$ cat config.mk
export PLATFORM = sky130hd
export DESIGN_NAME = uart_tx_word
export DESIGN_NICKNAME = d
export VERILOG_FILES = /design/src/rtl/uart_tx_word.sv
export SDC_FILE = /design/constraint.sdc
export NUM_CORES = 1
export LEC_CHECK = 0
export ABC_AREA = 1
export ABC_CLOCK_PERIOD_IN_PS = 3000
export CAP_MARGIN = 20
export CORE_MARGIN = 2
export CORE_UTILIZATION = 50
export DETAILED_ROUTE_END_ITERATION = 8
export GPL_TIMING_DRIVEN = 0
export HOLD_SLACK_MARGIN = 0.12
export PLACE_DENSITY = 0.71
export SYNTH_ARGS = -nofsm -noshare
export SYNTH_HDL_FRONTEND = slang
export SYNTH_SLANG_ARGS = --single-unit
export TNS_END_PERCENT = 30
$ cat constraint.sdc
create_clock -name clk -period 3 [get_ports clk]
set_input_delay 0.6 -clock clk [delete_from_list [all_inputs] [get_ports clk]]
set_output_delay 0.6 -clock clk [all_outputs]
set_load 0.005 [all_outputs]
$ cat src/rtl/uart_tx_word.sv
// uart_tx_word: serial output stage for the 16-bit datapath.
// Buffers 16-bit words in a small FIFO and sends each one as two UART frames,
// low byte first, with no gap between the two bytes of a word and exactly one
// idle cycle between consecutive words.
//
// Ports:
//   clk        system clock, rising edge
//   Rst        synchronous active-high reset; flushes FIFO, abandons any frame
//   UTX_Din    word to transmit, sampled when UTX_Wr is high and FIFO not full
//   UTX_Wr     write strobe, one word per cycle
//   UTX_Full   FIFO holds DEPTH words
//   UTX_Level  words in FIFO, not counting the word being shifted out
//   UTX_Ovf    sticky flag: a write was dropped because the FIFO was full
//   UTX_UBusy  low only when idle with an empty FIFO
//   UTX_SOut   serial line, idle high
module uart_tx_word #(
  parameter int unsigned CLKS_PER_BIT = 16,
  parameter int unsigned DEPTH        = 4,
  parameter int unsigned STOP_BITS    = 1
) (
  input  logic                     clk,
  input  logic                     Rst,
  input  logic [15:0]              UTX_Din,
  input  logic                     UTX_Wr,
  output logic                     UTX_Full,
  output logic [$clog2(DEPTH):0]   UTX_Level,
  output logic                     UTX_Ovf,
  output logic                     UTX_UBusy,
  output logic                     UTX_SOut
);

  localparam int unsigned AW = $clog2(DEPTH);
  localparam int unsigned CW = $clog2(STOP_BITS * CLKS_PER_BIT);

  localparam logic [AW:0]   DepthCnt   = (AW + 1)'(DEPTH);
  localparam logic [CW-1:0] BitReload  = CW'(CLKS_PER_BIT - 1);
  // The stop period is timed as one long interval covering all stop bits.
  localparam logic [CW-1:0] StopReload = CW'(STOP_BITS * CLKS_PER_BIT - 1);

  typedef enum logic [1:0] {
    StIdle,
    StStart,
    StData,
    StStop
  } state_e;

  // FIFO storage and bookkeeping
  logic [15:0]   mem [DEPTH];
  logic [AW-1:0] wr_ptr_q;
  logic [AW-1:0] rd_ptr_q;
  logic [AW:0]   count_q, count_d;
  logic          ovf_q;

  // Transmitter state
  state_e        state_q, state_d;
  logic [CW-1:0] cnt_q, cnt_d;
  logic [2:0]    idx_q, idx_d;
  logic          byte_sel_q, byte_sel_d;
  logic [15:0]   hold_q, hold_d;

  logic          full;
  logic          empty;
  logic          push;
  logic          pop;
  logic [7:0]    tx_byte;

  // Full is judged on the pre-edge count, so a write on a pop edge while full
  // is still dropped.
  assign full  = (count_q == DepthCnt);
  assign empty = (count_q == '0);
  assign push  = UTX_Wr && !full;
  assign pop   = (state_q == StIdle) && !empty;

  always_comb begin
    count_d = count_q;
    case ({push, pop})
      2'b10:   count_d = count_q + (AW + 1)'(1);
      2'b01:   count_d = count_q - (AW + 1)'(1);
      default: count_d = count_q;
    endcase
  end

  // Storage has no reset; the count register alone decides what is valid.
  always_ff @(posedge clk) begin
    if (push) begin
      mem[wr_ptr_q] <= UTX_Din;
    end
  end

  // State register process
  always_ff @(posedge clk) begin
    if (Rst) begin
      wr_ptr_q   <= '0;
      rd_ptr_q   <= '0;
      count_q    <= '0;
      ovf_q      <= 1'b0;
      state_q    <= StIdle;
      cnt_q      <= '0;
      idx_q      <= '0;
      byte_sel_q <= 1'b0;
      hold_q     <= '0;
    end else begin
      if (push) begin
        wr_ptr_q <= wr_ptr_q + AW'(1);
      end
      if (pop) begin
        rd_ptr_q <= rd_ptr_q + AW'(1);
      end
      if (UTX_Wr && full) begin
        ovf_q <= 1'b1;
      end
      count_q    <= count_d;
      state_q    <= state_d;
      cnt_q      <= cnt_d;
      idx_q      <= idx_d;
      byte_sel_q <= byte_sel_d;
      hold_q     <= hold_d;
    end
  end

  // Next-state process
  always_comb begin
    state_d    = state_q;
    cnt_d      = cnt_q;
    idx_d      = idx_q;
    byte_sel_d = byte_sel_q;
    hold_d     = hold_q;
    unique case (state_q)
      StIdle: begin
        if (!empty) begin
          hold_d     = mem[rd_ptr_q];
          byte_sel_d = 1'b0;
          cnt_d      = BitReload;
          state_d    = StStart;
        end
      end
      StStart: begin
        if (cnt_q == '0) begin
          cnt_d   = BitReload;
          idx_d   = '0;
          state_d = StData;
        end else begin
          cnt_d = cnt_q - CW'(1);
        end
      end
      StData: begin
        if (cnt_q == '0) begin
          if (idx_q == 3'd7) begin
            cnt_d   = StopReload;
            state_d = StStop;
          end else begin
            idx_d = idx_q + 3'd1;
            cnt_d = BitReload;
          end
        end else begin
          cnt_d = cnt_q - CW'(1);
        end
      end
      StStop: begin
        if (cnt_q == '0) begin
          if (!byte_sel_q) begin
            // High byte follows immediately, no idle gap inside a word.
            byte_sel_d = 1'b1;
            cnt_d      = BitReload;
            state_d    = StStart;
          end else begin
            state_d = StIdle;
          end
        end else begin
          cnt_d = cnt_q - CW'(1);
        end
      end
      default: state_d = StIdle;
    endcase
  end

  // Output process
  assign tx_byte = byte_sel_q ? hold_q[15:8] : hold_q[7:0];

  always_comb begin
    UTX_SOut = 1'b1;
    unique case (state_q)
      StIdle:  UTX_SOut = 1'b1;
      StStart: UTX_SOut = 1'b0;
      StData:  UTX_SOut = tx_byte[idx_q];
      StStop:  UTX_SOut = 1'b1;
      default: UTX_SOut = 1'b1;
    endcase
  end

  assign UTX_UBusy = (state_q != StIdle) || !empty;
  assign UTX_Full  = full;
  assign UTX_Level = count_q;
  assign UTX_Ovf   = ovf_q;

endmodule
Yosys cells after proc, flatten, opt, wreduce, memory -nomap -nowiden --
Memories as Yosys holds them, arrays and structs flattened. A register that Yosys moved wholly into a read port is not among the register bits. Cells that the tools add are included.
Storage, ports and cells: register bits after elaboration 18, latch bits 0, memory bits (writable) 64, memory bits (read-only) 0, bits of input ports 19, output and inout bits 7, logic and storage cells 77, memories kept 1
Cells by class: $add $sub $neg 6, multipliers 0, divide/modulo/power cells 0, magnitude comparators 1, eq/ne operators 14, shift-type cells 0, mux-type cells 26, bitwise operators 1, reduce and logical (&&, ||, !) cells 20
Memories:
- mem | depth 4, bits a word 16, rd ports 1, clocked after Yosys merged registers in 1, write ports 1, line 48 | logic [15:0] mem [DEPTH];
Operator list (number):
- $mux W4 | 4
- $ne A2 B2 Y1 const B | 6
- $pmux W3 S2 | 2
- $pmux W4 S3 | 1
- $mux W2 | 5
- $mux W3 | 3
- $mux W8 | 1
- $pmux W2 S4 | 1
- $reduce_bool A2 Y1 | 4
- $add A3 B1 Y3 const B | 2
- $eq A2 B2 Y1 const B | 3
- $eq A3 B3 Y1 const B | 2
- $mux W1 | 6
- $reduce_and A5 Y1 | 1
- $add A2 B1 Y2 const B | 2
- $eq A2 B1 Y1 const B | 2
- $logic_not A4 Y1 | 1
- $lt A3 B4 Y1 const B | 1
- $reduce_and A2 Y1 | 2
- $reduce_and A4 Y1 | 1
- $reduce_or A2 Y1 | 2
- $sub A4 B1 Y4 const B | 1
- $bmux W1 S3 | 1
- $logic_and A1 B1 Y1 | 3
- 10 further kinds | 11

Logic depth before layout (Yosys ltp) --
Gate-level depths: netlist of the first run.
depth in word-level cells 5, gate-level depth with buffers 11, mapped depth without buffers 10

Least setup slack after synthesis of the first run --
No wires, ideal clock.
path kind flip-flop to flip-flop, start register state_q[0], end register count_q[2], in the netlist UTX_Level[2], library setup time 0.124 ns, arrival time 1.949 ns, required time 2.876 ns, setup slack 0.927 ns, stages on the path, launching flop included 11, period minus slack after synthesis 2.073 ns, cells stage by stage dfxtp_1 inv_1 ha_1 nand2_1 inv_2 buf_2 ha_1 fa_1 o21a_1 o21ai_0 a21oi_1
On the way: cells in the longest elaborated chain, start to end 4, elaborated cells between the ends (all ways) 6, classes of those cells eq/ne: 2; mux: 1; reduce/logical: 3
RTL lines:
- from (decl) | line 55 | state_e state_q, state_d;
- from (signal assigned) | line 97 | state_q <= StIdle;
- from (signal assigned) | line 113 | state_q <= state_d;
- $logic_not A2 Y1 * | line 72 | assign pop = (state_q == StIdle) && !empty;
- $logic_and A1 B1 Y1 * | line 72
- net pop | line 64 | logic pop;
- $eq A2 B1 Y1 or $eq A2 B2 Y1 (tied branches) | line 76 | case ({push, pop})
- $pmux W3 S2 or $reduce_bool A2 Y1 (tied branches)
- to (signal assigned) | line 112 | count_q <= count_d;
- to (decl) | line 51 | logic [AW:0] count_q, count_d;
The timed path passes the listed nets; every way through them passes the cells marked *. A chain may end at the register's enable or synchronous reset.

Final worst setup path of the first run --
start register byte_sel_q, end output port UTX_SOut
On the way: cells in the longest elaborated chain, start to end 4
RTL lines:
- from (decl) | line 58 | logic byte_sel_q, byte_sel_d;
- from (signal assigned) | line 116 | byte_sel_q <= byte_sel_d;
- $mux W8 | line 178 | assign tx_byte = byte_sel_q ? hold_q[15:8] : hold_q[7:0];
- $bmux W1 S3 | line 185 | StData: UTX_SOut = tx_byte[idx_q];
- $mux W1 (implied by the code) | line 185
- $pmux W1 S3 | line 182 | unique case (state_q)
- to (decl) | line 29 | output logic UTX_SOut
Every way passes these cells. The select of a mux whose other input is x is not followed.

==> run metrics, run 1 <==
status=finished clean; Peak supply drop=362 µV; post-synth cell types=30; Worst EP arrival=1.98 ns; IO Pins=26; main area contributors after synthesis=edfxtp_1, dfxtp_1, nor2_1, o21ai_0, ha_1; worst path bufs/invs=2; complex-gate fraction of the synthesized area=0.133; die area=9110 µm²; Final Max Slew Viols=0; CP Cell Sequence=buf_6 -> nand2_1 -> nand3_1 -> nand3_1 -> nand3_1 -> nand2_1 -> nand2_1 -> a21oi_1 -> clkdlybuf4s50_1; R2R Path Start=state_q[0]; Final WS setup=0.422 ns; Max Clock Freq=388 MHz; Tcrit/Tclk final=0.859; CTS tree=done; crit path max-delay cell type=clkdlybuf4s50_1; Fin. Hold Viols=0; nets=479; postcts setup bufs=0; CORE AREA=8180 µm²; Comb pwr share=0.370; WL/cell=15.2 µm; Worst Hold Class=register to register; DP Wirelength=5640 µm; final wirelength=8440 µm; htree depth=3; PwrDens=948 nW/µm²; GRT met2 Usage=0.332; total iterations of the first detailed-routing run=4; commonest cells in the synthesized netlist=nor2_1, edfxtp_1, nand2_1; DP Cell Count=540; Flop pwr share=0.410; Mapped Nets=442; R2R Setup Slk=0.64 ns; count leader, synth=nor2_1; clock share of power=0.220; asr flop ratio synth=0; grt met1 use=0.253; Final Util=0.591; Vias=2928; largest net degree at the start of global routing=17; Sum Neg Setup Slack=0 ns; Lkg Pwr=1.82 nW; Power Total=0.00458 W; Area Growth Syn to Fin=15.5%; Critical Path End Type=primary output; hold depth=2; RSZ-0062 raised after global routing=false; hold_buf cts=0; DRC Markers=0; Post-Layout Cell Count=555; Syn Inst Count=409; slew margin rel.=0.365; Routed Antenna Nets=0; share of cells above drive strength 1=0.131; sw power=0.00166 W; grt total ovfl=0; number of synthesized register bits=98; crit path max fanout=10; Initial Util=0.511; Diodes inserted=0; P_int=0.00291 W; syn_area_per_cell=10.2 µm²; Num CTS Buffers=9; Final min period=2.58 ns; FF-to-FF path depth=11; Multi-input gate area=1330 µm²; YS warnings=0; GP Congestion=0.948; leading area contributor after synthesis=edfxtp_1; die width=95.4 µm; mux cell area share after synthesis=0; Max stage delay on crit path=0.52 ns; sequential-to-total area share from yosys stat=0.623; initial DRC count=169; Worst Path Required=2.40 ns; hold path start=UTX_Ovf; Setup Crit Path Kind=register to primary output; Clock transition at path regs=0.10 ns; Fill cells=692; Clock Skew=0.0117 ns; GRT Total Usage=0.202; ys flop type=edfxtp_1; switch share=0.364; clk root buf=clkbuf_8; Synth Area in Simple Gates=0.136; Most Crowded Layer GR=met2; met3 global-route usage=0.0490; post-synth top area share=0.460; Die H=95.4 µm; clock latency on the worst-skew pair=0.37 ns; CP top delay family=buffers and inverters; max cap viols=0; xor and xnor area share after synthesis=0.00210; Sequential Area=2600 µm²; Worst-Margin Slew=0.952 ns; dpl ws=0.439 ns; first-pass GRT wire length=13600 µm; Min-Delay Endpoint=UTX_Ovf; post-cts sizing count=0; clk buf depth=2; I/O Buffers=24; Setup crit start kind=register; endpoints failing setup=0; worst flop-to-flop path endpoint=UTX_Level[2]; vias in the first global route=2853; number of flops mapped to enable cells by yosys=64; Clock Sinks=98; DR vias/cell=5.28; Post-Syn Area=4180 µm²; FP Rows=33; initial antenna violation count=0; main combinational cell family by area after synthesis=simple AND/OR/NAND/NOR gates; adder-cell share of the synthesized area=0.0437
[state kept, by name, indices dropped and copies added, names as in the netlist]
signal      count
mem            64
hold_q         16
cnt_q           4
UTX_Level       3
idx_q           3
rd_ptr_q        2
state_q         2
wr_ptr_q        2
UTX_Ovf         1
byte_sel_q      1
[layer usage]
| metal | up-vias | wire length (µm) |
|---|---|---|
| met3 | 13 | 421 |
| met1 | 1378 | 3770 |
| met5 | - | 0 |
| li1 | 1467 | - |
| met2 | 70 | 4070 |
| met4 | 0 | 180 |
[layout make-up]
type	count	area share
Buffer	17	0.0218
Multi-Input combinational cell	252	0.274
Timing Repair Buffer	26	0.0560
Tap cell	105	0.0272
Clock inverter	6	0.0233
Clock buffer	9	0.0257
Sequential cell	98	0.539
Inverter	42	0.0327
[per-stage QoR]
step	hold slack [ns]	cell area, µm²
after detailed placement	0.442	4590
after floorplan	0.437	4180
after CTS	0.458	4830
final	0.459	4830
after global routing	0.488	4830
after global placement	0.437	4550
[cell usage in the layout (no fill, tap or decap)]
master           count
nor2_1              73
edfxtp_1            64
nand2_1             35
dfxtp_1             34
inv_1               34
o21ai_0             34
o21ai_1             27
clkdlybuf4s50_1     24
a31oi_1             18
a21oi_1             14
ha_1                13
nand3_1             12
clkbuf_8             9
nor2_2               8
inv_2                7
buf_2                7
buf_4                6
nand2_2              3
a21oi_2              3
bufinv_16            3
nand3_2              2
clkbuf_2             2
o21ai_2              2
a211oi_1             2
inv_6                2
buf_8                2
buf_6                1
nand3b_1             1
nor2_4               1
clkinv_1             1
clkbuf_1             1
xor2_1               1
nand4_1              1
o21a_1               1
fa_1                 1
clkinv_2             1
[power by group through the flow]
stage	clock network (W)	registers, W	logic (W)
after floorplan	0	0.00187	0.00121
after global placement	0	0.00190	0.00162
after detailed placement	0	0.00190	0.00169
after CTS	0.00103	0.00188	0.00170
after global routing	0.00108	0.00191	0.00192
final	0.00101	0.00188	0.00169
[tightest hold or removal path: stages, from the launching register on]
cell     delay (ns)
dfxtp_1        0.32
inv_1          0.05
a21oi_1        0.05
[logic make-up after synthesis]
| group | Yosys count |
|---|---|
| xor+xnor | 1 |
| fa+ha+maj | 14 |
| flops | 98 |
| compound gates | 101 |
| simple gates | 136 |
| buf+inv | 59 |
[worst max-delay path by stage]
stage | endpoint | start | slack (ns) | cells after the start
after floorplan | UTX_Level[2] | state_q[0] | 0.93 | 10
after global placement | mem[0][15] | UTX_Wr | 0.03 | 3
after detailed placement | mem[2][3] | UTX_Wr | 0.44 | 3
after CTS | UTX_SOut | byte_sel_q | 0.41 | 9
after global routing | UTX_SOut | byte_sel_q | 0.16 | 9
final | UTX_SOut | byte_sel_q | 0.42 | 9
Power figures use the tool's default switching activity.
==> run 2, diff against run 1 <==
RECOVER_POWER = 100   (was not set)
==> run metrics, run 2 (synthesized netlist as in run 1, its figures left out) <==
postcts setup bufs=0 (unchanged); Critical Path End Type=primary output; Fill cells=706 (+2.0%); hold path start=UTX_Ovf; switch share=0.364 (about the same); Vias=2932 (+0.14%); largest net degree at the start of global routing=17 (unchanged); Clock Sinks=98 (unchanged); final wirelength=8450 µm (+0.19%); Routed Antenna Nets=0 (unchanged); Sum Neg Setup Slack=0 ns (unchanged); die area=9110 µm² (unchanged); clock share of power=0.226 (+0.006); Flop pwr share=0.419 (+0.009); RSZ-0062 raised after global routing=false; dpl ws=0.439 ns (unchanged); hold_buf cts=0 (unchanged); nets=479 (unchanged); CP Cell Sequence=inv_2 -> nand2_1 -> nand3_1 -> nand3_1 -> nand3b_1 -> nand2_1 -> nand2_1 -> a21oi_1 -> dlygate4sd3_1; Worst EP arrival=2.04 ns (+0.06 ns); clock latency on the worst-skew pair=0.37 ns (about the same); commonest cells after routing, fill and taps aside=nor2_1, edfxtp_1, o21ai_0, nand2_1, inv_1; max reg flops=64 (unchanged); crit path from=byte_sel_q; first-pass GRT wire length=13600 µm (unchanged); Power Total=0.00446 W (-2.5%); WL/cell=15.2 µm (+0.19%); Final Max Slew Viols=34 (+34); FF-to-FF path depth=11 (unchanged); FP Rows=33 (unchanged); R2R Path Start=state_q[0]; GRT Total Usage=0.202 (unchanged); CORE AREA=8180 µm² (unchanged); Worst-Margin Slew=1.59 ns (+0.641 ns); max cap viols=2 (+2); Setup Crit Path Kind=register to primary output; R2R Setup Slk=0.44 ns (-0.20 ns); slew margin rel.=-0.0660 (-0.431); Clock transition at path regs=0.10 ns (about the same); Final min period=2.64 ns (+0.0670 ns); I/O Buffers=24 (unchanged); status=finished with violations; Clock Skew=0.0127 ns (+0.00102 ns); sw power=0.00162 W (-2.5%); worst flop-to-flop path endpoint=UTX_Level[2]; most frequent CP cell=nand2_1; initial DRC count=200 (+18%); clk root buf=clkbuf_8; biggest registers after layout=mem (64), hold_q (16), cnt_q (4); CTS tree=done; endpoints failing setup=0 (unchanged); DRC Markers=0 (unchanged); Worst Path Required=2.40 ns (about the same); vias in the first global route=2853 (unchanged); Worst Hold Class=register to register; htree depth=3 (unchanged); Final WS setup=0.355 ns (-0.0670 ns); P_int=0.00284 W (-2.5%); post-cts sizing count=0 (unchanged); total iterations of the first detailed-routing run=4 (unchanged); DR vias/cell=5.28 (+0.14%); Peak supply drop=347 µV (-4.2%); hold depth=2 (unchanged); Tcrit/Tclk final=0.882 (+0.0223); DP Wirelength=5640 µm (unchanged); Diodes inserted=0 (unchanged); GP Congestion=0.948 (unchanged); Comb pwr share=0.355 (-0.015); Fin. Hold Viols=0 (unchanged); crit path max fanout=7 (-3); Design Area, Final=4760 µm² (-1.3%); clk buf depth=2 (unchanged); PwrDens=936 nW/µm² (-1.2%); Max Clock Freq=378 MHz (-2.5%); grt total ovfl=0 (unchanged); Setup crit start kind=register; die width=95.4 µm (unchanged); crit path max-delay cell type=dlygate4sd3_1; Area Growth Syn to Fin=14.0%; Lkg Pwr=1.81 nW (-0.47%); Largest Register=mem; commonest non-fill, non-tap cell in the layout=nor2_1; IO Pins=26 (unchanged); Initial Util=0.511 (unchanged); initial antenna violation count=0 (unchanged); area of placed instances=4590 µm² (unchanged); failing checks=max-capacitance violations, max-slew violations; Num CTS Buffers=9 (unchanged); share of cells above drive strength 1=0.0933 (-0.0378); Max stage delay on crit path=0.58 ns (+0.06 ns); Min-Delay Endpoint=UTX_Ovf; Die H=95.4 µm (unchanged)
==> run 2: worst max-delay path: cells and delay by family, from the launching register on <==
family | cells | cell delay (ns)
AO/OA/AOI/OAI | 1 | 0.15
flip-flops | 1 | 0.42
AND/OR/NAND/NOR | 6 | 0.44
buffers and inverters | 2 | 0.68
==> run 2: per-stage QoR <==
step           hold slack, ns  utilization  std cells
4_1_cts                 0.458        0.591        555
2_1_floorplan           0.437            -        409
3_3_place_gp            0.437        0.557        538
6_report                0.454        0.583        555
5_1_grt                 0.485        0.583        555
3_5_place_dp            0.442        0.562        540
==> run 2: final cells by class <==
class	instances	area [µm²]	share of cell area
buffer	17	96.3	0.0202
clock buffer	9	124	0.0260
clock inverter	6	113	0.0236
inverter	42	158	0.0331
multi-input combinational	252	1290	0.271
sequential	98	2600	0.546
tap	105	131	0.0276
timing repair buffer	26	248	0.0520
==> run 2: worst max path at each step <==
stage | to | depth (start not counted)
floorplan | UTX_Level[2] | 10
global placement | mem[0][15] | 3
detailed placement | mem[2][3] | 3
CTS | UTX_SOut | 9
global route | UTX_SOut | 9
finish | UTX_SOut | 9
==> run 2: power by group through the flow <==
| stage | sequential (W) | combinational [W] | clock, W |
|---|---|---|---|
| CTS | 0.00188 | 0.00170 | 0.00103 |
| global placement | 0.00190 | 0.00162 | 0 |
| floorplan | 0.00187 | 0.00121 | 0 |
| detailed placement | 0.00190 | 0.00169 | 0 |
| finish | 0.00187 | 0.00158 | 0.00101 |
| global route | 0.00190 | 0.00180 | 0.00108 |
==> run 2: metal layers <==
layer / routed length (µm) / track usage
met5: 0 / 0
met4: 209 / 0.0917
met3: 456 / 0.0490
met2: 4070 / 0.332
met1: 3720 / 0.253
==> run 3, diff against run 2 <==
CTS_CLUSTER_DIAMETER = 200   (was not set)
==> results of run 3 <==
The final DEF is identical to that of run 2; final timing and power are the same.
